`src/rtl/pulse_gate_scheduler_if.sv`:
```
// Result port of pulse_gate_scheduler: one {channel, count, overflow} record per gate window.
interface pulse_gate_scheduler_if #(parameter int CNT_W = 16) ();
    // valid/ready: a record transfers on any clk_in edge where res_valid_out and res_ready_in
    // are both high; the producer holds valid high and the payload stable until that edge.
    logic             res_valid_out;
    logic             res_ready_in;
    logic [1:0]       res_chan_out;
    logic [CNT_W-1:0] res_count_out;
    logic             res_ovf_out;

    modport master (
        output res_valid_out, res_chan_out, res_count_out, res_ovf_out,
        input  res_ready_in
    );

    modport slave (
        input  res_valid_out, res_chan_out, res_count_out, res_ovf_out,
        output res_ready_in
    );
endinterface

```
`src/rtl/pulse_gate_scheduler.sv`:
```
// Round-robin gated edge counter shared by 4 pulse inputs; publishes one result per window.
// Optional macro PULSE_SYNC_EN inserts a 2-flop synchronizer in front of the edge detector.
module pulse_gate_scheduler #(
    parameter int GATE_CYCLES = 200_000_000,
    parameter int CNT_W       = 16
) (
    input  logic                   clk_in,
    input  logic                   rst_in,
    input  logic                   start_in,
    input  logic                   stop_in,
    input  logic [3:0]             chan_mask_in,
    input  logic [3:0]             pulse_in,
    output logic                   busy_out,
    output logic [1:0]             dbg_state_out,
    pulse_gate_scheduler_if.master res
);

    typedef enum logic [1:0] {
        S_IDLE    = 2'd0,
        S_ARM     = 2'd1,
        S_GATE    = 2'd2,
        S_PUBLISH = 2'd3
    } state_t;

    localparam int               TMR_W    = $clog2(GATE_CYCLES);
    localparam logic [TMR_W-1:0] TMR_LAST = TMR_W'(GATE_CYCLES - 1);
    localparam logic [CNT_W-1:0] CNT_MAX  = '1;

    state_t           state_q, state_d;
    logic             accept;
    logic [3:0]       pulse_s;
    logic [3:0]       prev_q;
    logic [3:0]       edge_det;
    logic [3:0]       mask_q;
    logic [1:0]       last_ch_q;
    logic [1:0]       cur_ch_q;
    logic [CNT_W-1:0] count_q;
    logic             ovf_q;
    logic [TMR_W-1:0] timer_q;
    logic             stop_pend_q;

`ifdef PULSE_SYNC_EN
    logic [3:0] sync1_q, sync2_q;

    always_ff @(posedge clk_in) begin
        if (rst_in) begin
            sync1_q <= 4'b0;
            sync2_q <= 4'b0;
        end else begin
            sync1_q <= pulse_in;
            sync2_q <= sync1_q;
        end
    end

    assign pulse_s = sync2_q;
`else
    assign pulse_s = pulse_in;
`endif

    assign edge_det = pulse_s & ~prev_q;

    // Search starts just after the last published channel, so a lone channel picks itself again.
    function automatic logic [1:0] next_chan(input logic [3:0] mask, input logic [1:0] last);
        logic [1:0] pick;
        logic [1:0] idx;
        logic       found;
        pick  = last;
        found = 1'b0;
        for (int k = 1; k <= 4; k++) begin
            idx = last + 2'(k);
            if (!found && mask[idx]) begin
                pick  = idx;
                found = 1'b1;
            end
        end
        return pick;
    endfunction

    always_ff @(posedge clk_in) begin
        if (rst_in) begin
            state_q <= S_IDLE;
        end else begin
            state_q <= state_d;
        end
    end

    always_comb begin
        state_d           = state_q;
        accept            = 1'b0;
        busy_out          = (state_q != S_IDLE);
        dbg_state_out     = state_q;
        res.res_valid_out = (state_q == S_PUBLISH);
        res.res_chan_out  = cur_ch_q;
        res.res_count_out = count_q;
        res.res_ovf_out   = ovf_q;
        case (state_q)
            S_IDLE: begin
                if (start_in && (|chan_mask_in)) state_d = S_ARM;
            end
            S_ARM: begin
                state_d = S_GATE;
            end
            S_GATE: begin
                if (timer_q == TMR_LAST) state_d = S_PUBLISH;
            end
            S_PUBLISH: begin
                if (res.res_ready_in) begin
                    accept  = 1'b1;
                    // A stop arriving on the accepting cycle still ends the scan here.
                    state_d = (stop_pend_q || stop_in) ? S_IDLE : S_ARM;
                end
            end
            default: state_d = S_IDLE;
        endcase
    end

    always_ff @(posedge clk_in) begin
        if (rst_in) begin
            prev_q      <= 4'b0;
            mask_q      <= 4'b0;
            last_ch_q   <= 2'd3;
            cur_ch_q    <= 2'd0;
            count_q     <= '0;
            ovf_q       <= 1'b0;
            timer_q     <= '0;
            stop_pend_q <= 1'b0;
        end else begin
            prev_q <= pulse_s;
            case (state_q)
                S_IDLE: begin
                    if (start_in && (|chan_mask_in)) mask_q <= chan_mask_in;
                end
                S_ARM: begin
                    cur_ch_q <= next_chan(mask_q, last_ch_q);
                    count_q  <= '0;
                    ovf_q    <= 1'b0;
                    timer_q  <= '0;
                end
                S_GATE: begin
                    timer_q <= timer_q + TMR_W'(1);
                    if (edge_det[cur_ch_q]) begin
                        if (count_q == CNT_MAX) ovf_q <= 1'b1;
                        else                    count_q <= count_q + CNT_W'(1);
                    end
                end
                S_PUBLISH: begin
                    if (accept) last_ch_q <= cur_ch_q;
                end
                default: ;
            endcase
            if (state_q != S_IDLE && state_d == S_IDLE) stop_pend_q <= 1'b0;
            else if (state_q != S_IDLE && stop_in)      stop_pend_q <= 1'b1;
        end
    end

endmodule
```
`src/flat_wrapper.sv`:
```
// flat-port wrapper written by rule: the top's interface ports become plain ports
module pulse_gate_scheduler_flat 
#(
    parameter int GATE_CYCLES = 200_000_000,
    parameter int CNT_W       = 16
)
  (clk_in, rst_in, start_in, stop_in, chan_mask_in, pulse_in, busy_out, dbg_state_out, res_res_valid_out, res_res_chan_out, res_res_count_out, res_res_ovf_out, res_res_ready_in);
  pulse_gate_scheduler_if #(.CNT_W(CNT_W)) res_i ();
  input  logic clk_in;
  input  logic rst_in;
  input  logic start_in;
  input  logic stop_in;
  input  logic [3:0] chan_mask_in;
  input  logic [3:0] pulse_in;
  output logic busy_out;
  output logic [1:0] dbg_state_out;
  output wire logic [$bits(res_i.res_valid_out)-1:0] res_res_valid_out;
  output wire logic [$bits(res_i.res_chan_out)-1:0] res_res_chan_out;
  output wire logic [$bits(res_i.res_count_out)-1:0] res_res_count_out;
  output wire logic [$bits(res_i.res_ovf_out)-1:0] res_res_ovf_out;
  input wire logic [$bits(res_i.res_ready_in)-1:0] res_res_ready_in;
  assign res_res_valid_out = res_i.res_valid_out;
  assign res_res_chan_out = res_i.res_chan_out;
  assign res_res_count_out = res_i.res_count_out;
  assign res_res_ovf_out = res_i.res_ovf_out;
  assign res_i.res_ready_in = res_res_ready_in;
  pulse_gate_scheduler #(.GATE_CYCLES(GATE_CYCLES), .CNT_W(CNT_W)) u_core (.clk_in(clk_in), .rst_in(rst_in), .start_in(start_in), .stop_in(stop_in), .chan_mask_in(chan_mask_in), .pulse_in(pulse_in), .busy_out(busy_out), .dbg_state_out(dbg_state_out), .res(res_i));
endmodule
```
`config.mk`:
```
export PLATFORM = sky130hd
export DESIGN_NAME = pulse_gate_scheduler_flat
export DESIGN_NICKNAME = d
export VERILOG_FILES = /design/src/rtl/pulse_gate_scheduler_if.sv /design/src/rtl/pulse_gate_scheduler.sv /design/src/flat_wrapper.sv
export SDC_FILE = /design/constraint.sdc
export NUM_CORES = 1
export LEC_CHECK = 0
export CAP_MARGIN = 20
export CORE_MARGIN = 4
export CORE_UTILIZATION = 44
export CTS_CLUSTER_DIAMETER = 80
export DETAILED_ROUTE_END_ITERATION = 8
export HOLD_SLACK_MARGIN = 0.15
export PLACE_DENSITY = 0.63
export SKIP_LAST_GASP = 1
export SLEW_MARGIN = 10
export SYNTH_ARGS = -nofsm -noshare
export SYNTH_HDL_FRONTEND = slang
export SYNTH_SLANG_ARGS = --single-unit
```
`constraint.sdc`:
```
create_clock -name clk_in -period 2.8 [get_ports clk_in]
set_input_delay 0.28 -clock clk_in [delete_from_list [all_inputs] [get_ports clk_in]]
set_output_delay 0.28 -clock clk_in [all_outputs]
set_load 0.05 [all_outputs]
```
==> results of run 1 <==
[layer usage]
metal  vias to the layer above  share of wire, %  global-route usage, %  wire [µm]
li1                       1375                 -                      -          -
met1                      1241                50                   22.8       3380
met2                        67                43                   24.3       2900
met3                         4               5.6                   5.58        378
met4                         0              0.67                   5.23         45
met5                         -                 0                      0          0
[worst reg2reg max path: cells and delay by family, from the launching register on]
family | cells | cell delay [ps]
and+or+nand+nor | 3 | 980
DFF | 1 | 430
AOI/OAI and AO/OA | 2 | 370
adders and majority gates | 1 | 300
buffers and inverters | 1 | 110
[layout by cell type (no fill, tap or decap), types with 5 or more instances in the layout]
master / n
a21oi_1: 24
a31oi_1: 5
and3_1: 10
and4_1: 5
buf_4: 7
clkbuf_8: 13
clkdlybuf4s50_1: 35
dfxtp_1: 60
ha_1: 6
inv_1: 9
nand2_1: 31
nand2b_1: 5
nand3_1: 24
nand4_1: 14
nor2_1: 42
nor3_1: 8
nor4_1: 8
o31ai_1: 8
or4_1: 11
xnor2_1: 10
xor2_1: 13
[synthesized netlist by cell type, types with 3 or more instances]
| cell | number |
|---|---|
| o41ai_1 | 4 |
| or4_1 | 11 |
| nand2_1 | 31 |
| nor3_1 | 8 |
| dfxtp_1 | 60 |
| a21oi_1 | 24 |
| xor2_1 | 13 |
| nor4_1 | 8 |
| nand3_1 | 24 |
| clkbuf_1 | 8 |
| inv_1 | 9 |
| nor2b_1 | 4 |
| xnor2_1 | 10 |
| nand4b_1 | 3 |
| and4_1 | 5 |
| ha_1 | 6 |
| nand2b_1 | 5 |
| nand4_1 | 14 |
| a31oi_1 | 5 |
| o31ai_1 | 8 |
| and3_1 | 10 |
| a41o_1 | 3 |
| nor2_1 | 42 |
| buf_2 | 3 |
[flip-flops by register name (all words and copies together) (netlist names)]
signal / cells
u_core.res.res_chan_out: 2
u_core.res.res_ovf_out: 1
u_core.res.res_count_out: 16
u_core.prev_q: 4
u_core.mask_q: 4
u_core.stop_pend_q: 1
u_core.timer_q: 28
u_core.dbg_state_out: 2
u_core.last_ch_q: 2
[where the power goes]
part	leakage (nW)	internal (mW)	switching [mW]
registers	0.486	0.905	0.0676
logic	0.653	0.260	0.519
clock network	0.0986	0.412	0.321
total	1.24	1.58	0.907
[worst paths after layout]
path / startpoint / end / slack [ps] / cells past startpoint
setup / recovery: u_core.dbg_state_out[0]$_SDFF_PP0_ / busy_out / 360 / 4
hold / removal: u_core.mask_q[2]$_SDFFE_PP0P_ / u_core.mask_q[2]$_SDFFE_PP0P_ / 470 / 2
setup reg to reg: u_core.dbg_state_out[0]$_SDFF_PP0_ / u_core.timer_q[27]$_SDFFE_PP0P_ / 510 / 7
hold reg to reg: u_core.mask_q[2]$_SDFFE_PP0P_ / u_core.mask_q[2]$_SDFFE_PP0P_ / 470 / 2
[layout make-up]
| cell class | count | area, µm² |
|---|---|---|
| repair buffers | 42 | 403 |
| well taps | 77 | 96.3 |
| inverters | 9 | 33.8 |
| flip-flops and latches | 60 | 1200 |
| multi-input cells | 269 | 1680 |
| clock buffers | 14 | 183 |
| clock inverters | 1 | 5.00 |
| fillers | 598 | 2860 |
[cells by family after synthesis]
kind of cell	count (synthesis)	share of synthesized area (%)
muxes	2	0.712
adders and majority gates	6	2.51
xor gates and xnor gates	23	6.74
buffers and inverters	24	3.52
AOI/OAI and AO/OA	63	14.0
DFF	60	40.2
and+or+nand+nor	175	32.3
[through the flow]
step           instance area (µm²)  instances  setup WS [ps]  power (mW)  hold slack [ps]
2_1_floorplan                 2990        353            226        1.56              408
3_3_place_gp                  3420        457            545        1.77              464
3_5_place_dp                  3420        457            518        1.77              464
4_1_cts                       3600        472            350        2.51              473
5_1_grt                       3600        472            252        2.63              507
6_report                      3600        472            360        2.49              473
==> flow_summary.yaml, run 1 <==
yosys:
  yosysTopAreaCell: "dfxtp_1"
  synth.top_cell.area_share_pct: 40.2
  synth-edff-count: 0
  netlist_area_um2: 2990
  synth_warnings: 0
  synth_fp_nets: 372
  synthCells: 353
  avgSynthCellArea_um2: 8.46
  synth.area.top_cells: "dfxtp_1, nor2_1, a21oi_1, nand3_1, nand2_1"
  yosysSeqAreaShare_pct: 40.2
  async_flop_share_pct: 0
  synth_seq_cells: 60
  synth.distinct_cells: 53
  synth_top_flop_cell: "dfxtp_1"
detailed_routing:
  detail_route.wl_per_cell_um: 14.2
  ant_nets: 0
  drcViolationCount: 0
  routed_wl_mm: 6.70
  first_iter_violations: 126
  vias: 2687
  detail_route.first_pass.iterations: 4
  viasPerCell: 5.69
worst_setup_path:
  critPathMaxStageDelay_ps: 820
  cp_slowest_cell: "clkdlybuf4s50_1"
  arrival_ps: 2160
  critPathKind: "reg -> out"
  end_kind: "output port"
  crit_top_cell: "inv_1"
  path_max_fanout: 7
  cp_data_required_time_ps: 2520
  cp_top_family: "buffers and inverters"
  setup.worst_path.start_class: "register"
  path_cells: "inv_1 > ha_1 > inv_1 > clkdlybuf4s50_1"
  crit_buf_inv: 3
cells_and_area:
  drive_gt1_share_pct: 6.58
  antennaDiodeCount: 0
  fin_util_pct: 55.8
  layout.nets: 410
  area_growth_pct: 20.6
sta:
  setup_violations: 0
  skew_ps: 7.14
  period_needed_ps: 2440
  slew_headroom_pct: 49.4
  post-route-period-util_pct: 87.2
  slew_viol_final: 0
  rsz0062_at_grt: "false"
  worst_pin_slew_ps: 757
  hold_violations: 0
  setup_tns_ps: 0
  fmax_mhz: 410
floorplan:
  io-pin-count: 36
  die_area_um2: 8170
  initial_core_util_pct: 46.3
  core_area_um2: 6460
  die_w_um: 90.4
  die_height_um: 90.4
  rows: 29
placed_design:
  hpwl_mm: 4.60
  io_buffers: 35
  gp_congestion: 0.818
global_route:
  grt_pass1_wl_mm: 11.3
  grt.overflow.total: 0
  antenna_found_initial: 0
  grt_max_degree: 25
  grt_pass1_vias: 2382
  grtUsageTotal_pct: 16.5
pwr:
  power.leakage_nw: 1.24
  power.density_nw_per_um2: 690
  ir_drop_mv: 0.623
clock_tree:
  cts.clk_slew.worst_paths_ps: 70
  clock_sinks: 60
  ctsHoldBuffers: 0
  clock_latency_ps: 330
  cts_made_buffers: 9
  cts_buffer_depth: 2
  cts_tree: "yes"
  root_buffer: "clkbuf_8"
  post_cts_buffers: 0
  cts_resized: 0
  ctsHtreeMaxLevel: 3
worst_hold_path:
  hp-class: "reg -> reg"
status:
  status: "completed"
job:
  timing.max_cap.violations: 0
No activity file was read; power rests on OpenSTA's default activity.
==> run 2: changes to the inputs <==
--- a/config.mk
+++ b/config.mk
@@ -11,7 +11,7 @@
 export CTS_CLUSTER_DIAMETER = 80
 export DETAILED_ROUTE_END_ITERATION = 8
 export HOLD_SLACK_MARGIN = 0.15
-export PLACE_DENSITY = 0.63
+export PLACE_DENSITY = 0.64
 export SKIP_LAST_GASP = 1
 export SLEW_MARGIN = 10
 export SYNTH_ARGS = -nofsm -noshare
==> constraint.sdc (replaced) <==
create_clock -name clk_in -period 2.25 [get_ports clk_in]
set_input_delay 0.225 -clock clk_in [delete_from_list [all_inputs] [get_ports clk_in]]
set_output_delay 0.225 -clock clk_in [all_outputs]
set_load 0.05 [all_outputs]
==> flow_summary.yaml, run 2 (synthesized netlist as in run 1, its figures left out) <==
clock_tree:
  cts_buffer_depth: 2
  cts_resized: 0
  cts_made_buffers: 9
  ctsHoldBuffers: 0
  clock_sinks: 60
  root_buffer: "clkbuf_8"
  post_cts_buffers: 0
  cts.clk_slew.worst_paths_ps: 70
  clock_latency_ps: 340
  ctsHtreeMaxLevel: 3
  cts_tree: "yes"
placed_design:
  hpwl_mm: 4.72
  gp_congestion: 0.829
  io_buffers: 35
detailed_routing:
  detail_route.first_pass.iterations: 4
  viasPerCell: 5.72
  first_iter_violations: 127
  vias: 2724
  detail_route.wl_per_cell_um: 14.1
  ant_nets: 0
  routed_wl_mm: 6.73
  drcViolationCount: 0
floorplan:
  core_area_um2: 6460
  die_area_um2: 8170
  rows: 29
  die_height_um: 90.4
  initial_core_util_pct: 46.3
  die_w_um: 90.4
  io-pin-count: 36
sta:
  slew_viol_final: 0
  hold_violations: 0
  rsz0062_at_grt: "false"
  setup_violations: 0
  worst_pin_slew_ps: 521
  post-route-period-util_pct: 94.7
  period_needed_ps: 2130
  slew_headroom_pct: 65.1
  hold_ws_ps: 474
  setup_tns_ps: 0
  skew_ps: 10.0
  fmax_mhz: 469
status:
  status: "completed"
cells_and_area:
  layout.nets: 413
  antennaDiodeCount: 0
  final_common_cell: "dfxtp_1"
  area_growth_pct: 21.4
  top_register: "u_core.timer_q"
  drive_gt1_share_pct: 8.02
  final_cell_mix: "dfxtp_1, nor2_1, clkdlybuf4s50_1"
  largest_register_ffs: 28
worst_setup_path:
  critPathKind: "reg -> reg"
  end_kind: "register"
  reg2reg_depth: 7
  r2r_slack_ps: 120
  arrival_ps: 2360
  path_max_fanout: 6
  setup.worst_path.start_class: "register"
  cp_data_required_time_ps: 2480
pwr:
  ir_drop_mv: 0.658
  power.leakage_nw: 1.25
  power.density_nw_per_um2: 853
global_route:
  grt_busiest_layer: "met2"
  grtUsageTotal_pct: 16.9
  antenna_found_initial: 0
  grt_pass1_vias: 2520
  grt.overflow.total: 0
  met3_usage_pct: 4.92
  grt_max_degree: 25
  grt_pass1_wl_mm: 11.6
  grt_util_met2_pct: 27.4
  grt_util_met1_pct: 21.5
worst_hold_path:
  hp-class: "in -> reg"
  whs_path_depth: 2
job:
  timing.max_cap.violations: 0
==> run 2: cell types whose count changed in the layout (fill, tap and decap cells not counted) <==
cell	previous run	this run
dfxtp_1	60	58
clkdlybuf4s50_1	35	34
buf_4	7	11
dfxtp_4	0	2
clkbuf_1	1	2
clkbuf_8	13	12
clkinv_2	1	2
==> run 2: critical path: stages, from the launching register on <==
cell and delay [ps]:
dfxtp_4 370, inv_1 70, ha_1 310, and4_1 220, nand3_1 100, or4_1 570, o21a_1 200, o21a_1 170
==> run 2: where the power goes <==
group	switching, mW	internal [mW]
Sequential	0.0823	1.14
Clock	0.407	0.487
Combinational	0.645	0.336
==> run 2: per-layer routing <==
metal	up-vias	part of all wire (%)
li1	1380	-
met1	1268	50
met2	67	44
met3	9	4.9
met4	0	1.1
met5	-	0
==> run 2: metrics by stage <==
| stage | total power, mW | instance area [µm²] | utilization (%) | std cells | setup slack (ps) |
|---|---|---|---|---|---|
| 6_report | 3.09 | 3630 | 56.1 | 476 | 119 |
| 5_1_grt | 3.27 | 3630 | 56.1 | 476 | 7.25 |
| 4_1_cts | 3.13 | 3630 | 56.1 | 476 | 122 |
| 3_5_place_dp | 2.23 | 3440 | 53.3 | 460 | 52.2 |
| 3_3_place_gp | 2.22 | 3440 | 53.3 | 460 | 73.4 |
| 2_1_floorplan | 1.95 | 3000 | - | 353 | 0.471 |
==> run 2: path summary, 6_finish.rpt <==
kind / from / to
worst max-delay path: u_core.dbg_state_out[0]$_SDFF_PP0_ / u_core.timer_q[27]$_SDFFE_PP0P_
worst min-delay path: pulse_in[3] / u_core.prev_q[3]$_SDFF_PP0_
worst max register to register: u_core.dbg_state_out[0]$_SDFF_PP0_ / u_core.timer_q[27]$_SDFFE_PP0P_
worst min register to register: u_core.mask_q[3]$_SDFFE_PP0P_ / u_core.mask_q[3]$_SDFFE_PP0P_
==> run 2: final cells by class <==
type	instances	area, µm²
clock buffer	14	173
sequential	60	1210
tap	77	96.3
multi-input combinational	269	1680
clock inverter	2	10.0
inverter	9	33.8
fill	609	2830
timing repair buffer	45	423
